## config.mk

```make
export PLATFORM = sky130hd
export DESIGN_NAME = cmult_seq_5_flat
export DESIGN_NICKNAME = d
export VERILOG_FILES = /design/src/rtl/cmult_seq_5_pkg.sv /design/src/rtl/cmult_seq_5_if.sv /design/src/rtl/cmult_seq_5.sv /design/src/flat_wrapper.sv
export SDC_FILE = /design/constraint.sdc
export NUM_CORES = 1
export LEC_CHECK = 0
export BUFFER_PORTS_ARGS = -buffer_cell sky130_fd_sc_hd__buf_2
export CAP_MARGIN = 20
export CORE_MARGIN = 5
export CORE_UTILIZATION = 51
export DETAILED_ROUTE_END_ITERATION = 12
export MAX_ROUTING_LAYER = met4
export PLACE_DENSITY = 0.77
export SYNTH_ARGS = -nofsm -noshare
export SYNTH_HDL_FRONTEND = slang
export SYNTH_SLANG_ARGS = --single-unit
```

## constraint.sdc

```tcl
create_clock -name clk -period 3.59 [get_ports clk]
set_input_delay 0.1795 -clock clk [delete_from_list [all_inputs] [get_ports clk]]
set_output_delay 0.1795 -clock clk [all_outputs]
set_load 0.02 [all_outputs]
```

## src/rtl/cmult_seq_5_pkg.sv

```systemverilog
// Shared definitions for the sequential complex multiplier controller:
// FSM encoding, product-index constants and default parameter values.
package cmult_seq_5_pkg;

  localparam int DEF_W       = 12;
  localparam int DEF_TIMEOUT = 16;

  typedef enum logic [1:0] {
    ST_IDLE  = 2'd0,
    ST_ISSUE = 2'd1,
    ST_WAIT  = 2'd2,
    ST_DONE  = 2'd3
  } state_t;

  // Product order: re*re, im*im, re*im, im*re
  localparam logic [1:0] K_RR = 2'd0;
  localparam logic [1:0] K_II = 2'd1;
  localparam logic [1:0] K_RI = 2'd2;
  localparam logic [1:0] K_IR = 2'd3;

endpackage

```

## src/rtl/cmult_seq_5_if.sv

```systemverilog
// Start/ready bus between the controller (master) and an external shared
// multiplier (slave).
interface cmult_seq_5_if
  import cmult_seq_5_pkg::*;
#(
  parameter int W = DEF_W
) ();

  logic                  mul_en;
  logic signed [W-1:0]   mul_a;
  logic signed [W-1:0]   mul_b;
  logic signed [2*W-1:0] mul_p;
  logic                  mul_rdy;

  modport master (
    output mul_en, mul_a, mul_b,
    input  mul_p, mul_rdy
  );

  modport slave (
    input  mul_en, mul_a, mul_b,
    output mul_p, mul_rdy
  );

endinterface

```

## src/rtl/cmult_seq_5.sv

```systemverilog
// Complex multiply (a * w) built from four sequential products on a shared
// external multiplier; control FSM, operand registers and accumulators only.
module cmult_seq_5
  import cmult_seq_5_pkg::*;
#(
  parameter int W       = DEF_W,
  parameter int TIMEOUT = DEF_TIMEOUT
) (
  input  logic                clk,
  input  logic                rst,
  input  logic                in_valid,
  output logic                in_ready,
  input  logic signed [W-1:0] a_re,
  input  logic signed [W-1:0] a_im,
  input  logic signed [W-1:0] w_re,
  input  logic signed [W-1:0] w_im,
  cmult_seq_5_if.master       mul,
  output logic                out_valid,
  input  logic                out_ready,
  output logic signed [2*W:0] out_re,
  output logic signed [2*W:0] out_im,
  output logic                err,
  input  logic                err_clr
);

  localparam int PW = 2 * W;
  localparam int AW = 2 * W + 1;
  localparam int CW = $clog2(TIMEOUT + 1);

  state_t               state_q, state_d;
  logic [1:0]           k_q, k_d;
  logic [CW-1:0]        cnt_q, cnt_d;
  logic signed [W-1:0]  ar_q, ar_d, ai_q, ai_d, wr_q, wr_d, wi_q, wi_d;
  logic signed [W-1:0]  mul_a_q, mul_a_d, mul_b_q, mul_b_d;
  logic signed [AW-1:0] acc_re_q, acc_re_d, acc_im_q, acc_im_d;
  logic                 err_q, err_d;

  logic signed [AW-1:0] prod_ext;
  logic [2*W-1:0]       ops_first, ops_next;

  function automatic logic [2*W-1:0] pick_ops(
    input logic [1:0]          k,
    input logic signed [W-1:0] ar,
    input logic signed [W-1:0] ai,
    input logic signed [W-1:0] wr,
    input logic signed [W-1:0] wi
  );
    logic [2*W-1:0] r;
    case (k)
      K_RR:    r = {ar, wr};
      K_II:    r = {ai, wi};
      K_RI:    r = {ar, wi};
      K_IR:    r = {ai, wr};
      default: r = {ar, wr};
    endcase
    return r;
  endfunction

  assign prod_ext  = {mul.mul_p[PW-1], mul.mul_p};
  assign ops_first = pick_ops(K_RR, a_re, a_im, w_re, w_im);
  assign ops_next  = pick_ops(k_q + 2'd1, ar_q, ai_q, wr_q, wi_q);

  always_comb begin
    state_d  = state_q;
    k_d      = k_q;
    cnt_d    = cnt_q;
    ar_d     = ar_q;
    ai_d     = ai_q;
    wr_d     = wr_q;
    wi_d     = wi_q;
    mul_a_d  = mul_a_q;
    mul_b_d  = mul_b_q;
    acc_re_d = acc_re_q;
    acc_im_d = acc_im_q;
    // A timeout in the same cycle overrides the clear below
    err_d    = err_q & ~err_clr;

    case (state_q)
      ST_IDLE: begin
        if (in_valid) begin
          ar_d               = a_re;
          ai_d               = a_im;
          wr_d               = w_re;
          wi_d               = w_im;
          {mul_a_d, mul_b_d} = ops_first;
          k_d                = K_RR;
          acc_re_d           = '0;
          acc_im_d           = '0;
          state_d            = ST_ISSUE;
        end
      end
      ST_ISSUE: begin
        cnt_d   = '0;
        state_d = ST_WAIT;
      end
      ST_WAIT: begin
        if (mul.mul_rdy) begin
          case (k_q)
            K_RR:    acc_re_d = acc_re_q + prod_ext;
            K_II:    acc_re_d = acc_re_q - prod_ext;
            default: acc_im_d = acc_im_q + prod_ext;
          endcase
          if (k_q == K_IR) begin
            state_d = ST_DONE;
          end else begin
            k_d                = k_q + 2'd1;
            {mul_a_d, mul_b_d} = ops_next;
            state_d            = ST_ISSUE;
          end
        end else if (cnt_q == CW'(TIMEOUT - 1)) begin
          err_d   = 1'b1;
          k_d     = K_RR;
          state_d = ST_IDLE;
        end else begin
          cnt_d = cnt_q + 1'b1;
        end
      end
      ST_DONE: begin
        if (out_ready) begin
          k_d     = K_RR;
          state_d = ST_IDLE;
        end
      end
      default: state_d = ST_IDLE;
    endcase
  end

  always_ff @(posedge clk) begin
    if (rst) begin
      state_q  <= ST_IDLE;
      k_q      <= '0;
      cnt_q    <= '0;
      ar_q     <= '0;
      ai_q     <= '0;
      wr_q     <= '0;
      wi_q     <= '0;
      mul_a_q  <= '0;
      mul_b_q  <= '0;
      acc_re_q <= '0;
      acc_im_q <= '0;
      err_q    <= 1'b0;
    end else begin
      state_q  <= state_d;
      k_q      <= k_d;
      cnt_q    <= cnt_d;
      ar_q     <= ar_d;
      ai_q     <= ai_d;
      wr_q     <= wr_d;
      wi_q     <= wi_d;
      mul_a_q  <= mul_a_d;
      mul_b_q  <= mul_b_d;
      acc_re_q <= acc_re_d;
      acc_im_q <= acc_im_d;
      err_q    <= err_d;
    end
  end

  assign in_ready   = (state_q == ST_IDLE);
  assign out_valid  = (state_q == ST_DONE);
  assign mul.mul_en = (state_q == ST_ISSUE);
  assign mul.mul_a  = mul_a_q;
  assign mul.mul_b  = mul_b_q;
  assign out_re     = acc_re_q;
  assign out_im     = acc_im_q;
  assign err        = err_q;

endmodule

```

## src/flat_wrapper.sv

```systemverilog
// flat-port wrapper written by rule: the top's interface ports become plain ports
module cmult_seq_5_flat import cmult_seq_5_pkg::*;
#(
  parameter int W       = DEF_W,
  parameter int TIMEOUT = DEF_TIMEOUT
)
  (clk, rst, in_valid, in_ready, a_re, a_im, w_re, w_im, out_valid, out_ready, out_re, out_im, err, err_clr, mul_mul_en, mul_mul_a, mul_mul_b, mul_mul_p, mul_mul_rdy);
  cmult_seq_5_if #(.W(W)) mul_i ();
  input  logic clk;
  input  logic rst;
  input  logic in_valid;
  output logic in_ready;
  input  logic signed [W-1:0] a_re;
  input  logic signed [W-1:0] a_im;
  input  logic signed [W-1:0] w_re;
  input  logic signed [W-1:0] w_im;
  output logic out_valid;
  input  logic out_ready;
  output logic signed [2*W:0] out_re;
  output logic signed [2*W:0] out_im;
  output logic err;
  input  logic err_clr;
  output wire logic [$bits(mul_i.mul_en)-1:0] mul_mul_en;
  output wire logic [$bits(mul_i.mul_a)-1:0] mul_mul_a;
  output wire logic [$bits(mul_i.mul_b)-1:0] mul_mul_b;
  input wire logic [$bits(mul_i.mul_p)-1:0] mul_mul_p;
  input wire logic [$bits(mul_i.mul_rdy)-1:0] mul_mul_rdy;
  assign mul_mul_en = mul_i.mul_en;
  assign mul_mul_a = mul_i.mul_a;
  assign mul_mul_b = mul_i.mul_b;
  assign mul_i.mul_p = mul_mul_p;
  assign mul_i.mul_rdy = mul_mul_rdy;
  cmult_seq_5 #(.W(W), .TIMEOUT(TIMEOUT)) u_core (.clk(clk), .rst(rst), .in_valid(in_valid), .in_ready(in_ready), .a_re(a_re), .a_im(a_im), .w_re(w_re), .w_im(w_im), .mul(mul_i), .out_valid(out_valid), .out_ready(out_ready), .out_re(out_re), .out_im(out_im), .err(err), .err_clr(err_clr));
endmodule
```

==> results of run 1 <==
critical path: stages (launching register included):
cell       delay (ns)
dfxtp_1          0.33
inv_1            0.15
ha_2             0.28
buf_4            0.25
nor2_1           0.07
nor2_1           0.18
o21ai_0          0.14
xnor2_1          0.16
ha_1             0.37
o211ai_1         0.12
o31ai_2          0.32
a21oi_4          0.15
a2111oi_4        0.38
mux2i_1          0.22
nand2_1          0.06
power breakdown:
group,internal [uW],total (uW),switching (uW)
clock,909,1620,709
combinational,328,890,561
sequential,1560,1630,64.6
total,2800,4130,1340
cell type report:
type                            instances  area [um^2]  area share, %
Antenna cell                            1         2.50         0.0249
Clock buffer                           19          443           4.41
Clock inverter                         12         97.6          0.972
Inverter                               36          135           1.35
Multi-Input combinational cell        869         5350           53.3
Sequential cell                       132         2640           26.3
Tap cell                              216          270           2.69
Timing Repair Buffer                  190         1100           11.0
worst paths after layout:
check,start,end
setup / recovery,u_core.k_q[1],u_core.out_re[24]
hold / removal,w_re[6],u_core.wr_q[6]
setup reg to reg,u_core.k_q[1],u_core.out_re[24]
hold reg to reg,u_core.mul.mul_a[4],u_core.mul.mul_a[4]
stage by stage:
step	util [%]	power (uW)	area, um^2	hold WS (ns)	worst slack, ns
finish	62.7	4130	10000	0.00402	0.304
global route	62.7	4330	10000	0.0105	0.0200
CTS	62.7	4150	10000	0.000233	0.248
detailed placement	57.8	2520	9250	0.427	0.259
global placement	57.8	2500	9250	0.421	0.339
floorplan	-	2250	8360	0.315	0.0202
sequential cells by signal, indices dropped and copies added (netlist names):
register	cells
u_core.wr_q	12
u_core.out_im	25
u_core.out_re	25
u_core.mul.mul_a	12
u_core.ai_q	12
u_core.mul.mul_b	12
u_core.state_q	2
u_core.k_q	2
u_core.err	1
u_core.ar_q	12
u_core.wi_q	12
u_core.cnt_q	5
logic make-up after synthesis:
kind of cell | Yosys count | synth area share [%]
compound gates | 352 | 26.2
xor+xnor | 59 | 6.18
fa+ha+maj | 59 | 9.01
buf+inv | 98 | 4.57
flops | 132 | 31.6
mux | 17 | 2.04
simple gates | 382 | 20.4
layer usage:
layer	track usage [%]	vias to the layer above	part of all wire, %
li1	-	4221	-
met1	30.0	3855	43
met2	40.8	295	47
met3	5.59	33	7.3
met4	7.46	0	1.9
met5	-	-	0
layout by cell type, fill, tap and decap left out, types with 23 or more instances in the layout:
cell and instances:
a21oi_1 142, buf_2 154, dfxtp_1 132, dlygate4sd3_1 24, ha_1 56, inv_1 36, nand2_1 192, nand3_1 23
nor2_1 76, o21ai_0 43, o21ai_1 27, xnor2_1 40
timing repair:
item | CTS | global route
endpoints found under the setup margin | 0 | 2
setup buffers | 0 | 0
resized for setup | 0 | 1
hold buffers | 24 | 0
hold endpoints to repair | 24 | 0
==> impl_metrics.csv, run 1 <==
group,metric,value,unit
timing,tns,0,ns
logic_synthesis,syn_nets,1236,
drt,drtPass1Iterations,5,
critical_path,start_kind,"register",
critical_path,worstSetupPathType,"register to register",
timing,tightest_slew,1.03,ns
global_route,antenna_found_initial,1,
place,dp.cells,1419,
logic_synthesis,avgSynthCellArea,7.60,um^2
die,coreArea,0.0160,mm^2
global_route,grt_pass1_wl,36.8,mm
logic_synthesis,yosysUniqueCellTypes,66,
drt,ant_nets,0,
drt,drc,0,
logic_synthesis,ys_top_cells_by_count,"193 x nand2_1, 143 x a21oi_1, 132 x dfxtp_1",
timing,fmax,0.304,GHz
logic_synthesis,yosys_warnings,0,
final_layout,drive_above_1_share,17.2,%
timing,finalSetupViolCount,0,
clock_network,cts_tree,"done",
die,dieArea,0.0190,mm^2
die,initial_core_util,52.2,%
logic_synthesis,async_reset_ff_share,0,%
global_route,grtUsageTotal,24.6,%
drt,vias,8404,
final_layout,fillers,1473,
critical_path,ff2ff_path_depth,14,
die,ioPinCount,156,
critical_path,worst-path-max-fanout,21,
clock_network,clkTransAtPathRegs,0.06,ns
drt,viasPerCell,5.70,
timing,drv_slew,0,
timing,hold_viol,0,
power,powerDensity,412,mW/mm^2
clock_network,root_buffer,"clkbuf_16",
power,ir_drop,0.000385,V
outcome,outcome,"finished clean",
clock_network,clk_latency,0.43,ns
timing,skew,0.0124,ns
logic_synthesis,synth-seq-cells,132,
drt,post_drt_wl_per_cell,15.8,um
clock_network,clkSinkCount,132,
drt,drt_iter0_drc,480,
logic_synthesis,synth_most_common_cell,"nand2_1",
die,die_height,138,um
global_route,overflow,0,
logic_synthesis,synth_area,0.00836,mm^2
critical_path,cp.arrival,3.60,ns
place,io_buffers,155,
critical_path,cp-end-kind,"register",
critical_path,r2r_slack,0.30,ns
place,post-dp-hpwl,16.6,mm
clock_network,cts_made_buffers,17,
die,die_width,138,um
final_layout,final_cells,1475,
logic_synthesis,synth_enable_flop_cells,0,
logic_synthesis,synth_area_leaders,"dfxtp_1 32%, nand2_1 8.7%, a21oi_1 8.6%",
final_layout,nets,1383,
global_route,grt_pass1_vias,7749,
place,globalplace.congestion,0.907,
clock_network,cts_max_level,4,
logic_synthesis,synth.top_cell.area_share,31.6,%
drt,routed_wl,23.2,mm
timing,period_share,91.5,%
critical_path,worstPathRequired,3.91,ns
power,power_leakage,0.00431,uW
logic_synthesis,ys_seq_area_share,31.6,%
job,cap_violations,0,
timing,slew_headroom,30.8,%
timing,grt_setup_unrepaired,"false",
worst_hold_path,hold_depth,3,
clock_network,cts_buffer_depth,2,
die,core.rowCount,46,
logic_synthesis,synth.largest_area_cell,"dfxtp_1",
timing,min_period,3.29,ns
global_route,grt_start_max_net_pins,95,
worst_hold_path,hp-class,"input pin to register",
final_layout,area_growth,20.2,%
logic_synthesis,synth_ff_type,"dfxtp_1",
logic_synthesis,synth_cells,1099,
(Power assumes the default switching activity.)
==> run 2, diff against run 1 <==
- CORE_UTILIZATION: 51 -> 48
- PLACE_DENSITY: 0.77 -> 0.73
==> run 2 against run 1 <==
Die area up 5.8%. Flip-flop and latch count unchanged. Sequential share of layout area down 0.066 points. Critical path type unchanged. Largest cell class unchanged.
==> impl_metrics.csv, run 2 (synthesis results as in run 1) <==
group,metric,value,unit
final_layout,final_common_cell,"nand2_1",
clock_network,cts_hold_buf,23,
drt,routed_wl,23.7,mm
place,post-dp-hpwl,17.1,mm
timing,tns,0,ns
final_layout,drive_above_1_share,17.3,%
place,io_buffers,155,
power,p_total,4160,uW
critical_path,start_kind,"register",
global_route,grt_pass1_wl,38.2,mm
timing,min_period,3.23,ns
timing,fin_ws,0.359,ns
power,ir_drop,0.000364,V
clock_network,cts_max_level,4,
die,coreArea,0.0172,mm^2
power,pwr-share-clk,39.4,%
clock_network,post_cts_resize_count,0,
clock_network,clkTransAtPathRegs,0.06,ns
drt,met3WireLength,1.79,mm
timing,grt_setup_unrepaired,"false",
clock_network,cts_made_buffers,17,
drt,ant_nets,0,
place,globalplace.congestion,0.916,
critical_path,cp-end-kind,"register",
timing,finalSetupViolCount,0,
final_layout,mostFrequentLayoutCells,"192 x nand2_1, 154 x buf_2, 142 x a21oi_1, 132 x dfxtp_1, 76 x nor2_1",
die,initial_core_util,48.6,%
clock_network,cts_setup_buffers,0,
final_layout,nets,1385,
drt,drtPass1Iterations,5,
global_route,antenna_found_initial,0,
die,die_width,142,um
critical_path,worstSetupPathType,"register to register",
power,power_frac_comb,21.6,%
clock_network,root_buffer,"clkbuf_16",
timing,slew_headroom,28.6,%
drt,vias,8412,
drt,drc,0,
drt,dr_wl_met2,11.4,mm
outcome,outcome,"finished clean",
die,ioPinCount,156,
timing,skew,0.00797,ns
timing,drv_slew,0,
place,pre_cts_ws,0.362,ns
global_route,grt_pass1_vias,7867,
global_route,grtUsageTotal,23.7,%
die,core.rowCount,48,
drt,viasPerCell,5.66,
power,switchingPower,1350,uW
timing,period_share,90.0,%
timing,tightest_slew,1.07,ns
critical_path,worst-path-max-fanout,20,
clock_network,cts_buffer_depth,2,
final_layout,area_growth,20.5,%
clock_network,clkSinkCount,132,
timing,fmax,0.310,GHz
critical_path,cp.arrival,3.55,ns
worst_hold_path,hp-class,"input pin to register",
clock_network,cts_tree,"done",
job,cap_violations,0,
timing,hold_viol,0,
critical_path,r2r_slack,0.36,ns
die,die_height,142,um
final_layout,fillers,1623,
power,powerDensity,413,mW/mm^2
drt,top_layer,"met4",
power,p_sw_share,32.5,%
power,intPower,2800,uW
power,p_seq_share,39.0,%
die,dieArea,0.0201,mm^2
drt,wl_met1,10.1,mm
critical_path,worstPathRequired,3.91,ns
global_route,overflow,0,
global_route,grt_start_max_net_pins,88,
drt,post_drt_wl_per_cell,15.9,um
power,power_leakage,0.00432,uW
clock_network,clk_latency,0.42,ns
final_layout,diodes,0,
drt,drt_iter0_drc,446,
==> run 2: changes by cell type in the layout (fill, tap and decap cells not counted) <==
cell / previous run / this run
clkbuf_1: 1 / 2
ha_1: 56 / 57
ha_2: 1 / 0
diode_2: 1 / 0
buf_4: 12 / 14
==> run 2: power by group through the flow <==
stage	Sequential, uW	Clock, uW	Combinational [uW]
6_report	1620	1640	897
5_1_grt	1630	1730	994
4_1_cts	1620	1660	898
3_5_place_dp	1650	0	872
3_3_place_gp	1650	0	864
2_1_floorplan	1700	0	555
==> run 2: worst paths after layout <==
check | startpoint | end | cells past startpoint
hold / removal | w_re[9] | u_core.wr_q[9] | 3
hold reg to reg | u_core.mul.mul_a[0] | u_core.mul.mul_a[0] | 2
setup reg to reg | u_core.k_q[1] | u_core.out_re[24] | 13
setup / recovery | u_core.k_q[1] | u_core.out_re[24] | 13
==> run 2: routing by layer <==
layer | vias to the layer above | GRT usage [%]
met5 | - | -
met3 | 27 | 4.77
met2 | 276 | 39.4
li1 | 4236 | -
met4 | 0 | 7.02
met1 | 3873 | 29.3
==> run 2: layout make-up <==
class                           count  area (um^2)  area share (%)
Clock inverter                     12         97.6           0.970
Sequential cell                   132         2640            26.3
Timing Repair Buffer              192         1120            11.1
Inverter                           36          135            1.34
Tap cell                          225          282            2.80
Multi-Input combinational cell    869         5350            53.1
Clock buffer                       20          447            4.44
==> run 2: through the flow <==
stage	area, um^2	hold slack (ns)	utilization, %	std cells
global route	10100	0.00211	58.6	1486
floorplan	8360	0.315	-	1099
global placement	9280	0.424	54.0	1430
finish	10100	0.00713	58.6	1486
detailed placement	9280	0.427	54.0	1430
CTS	10100	0.000278	58.5	1485
==> run 2: worst max-delay path, stage by stage (launching register included) <==
cell,delay (ns)
dfxtp_1,0.32
inv_1,0.13
ha_1,0.22
buf_4,0.25
a31oi_1,0.06
nor2_1,0.32
xor2_1,0.15
ha_1,0.44
and4_1,0.30
a31o_1,0.21
a21oi_4,0.07
a2111oi_4,0.38
mux2i_1,0.22
nand2_1,0.06
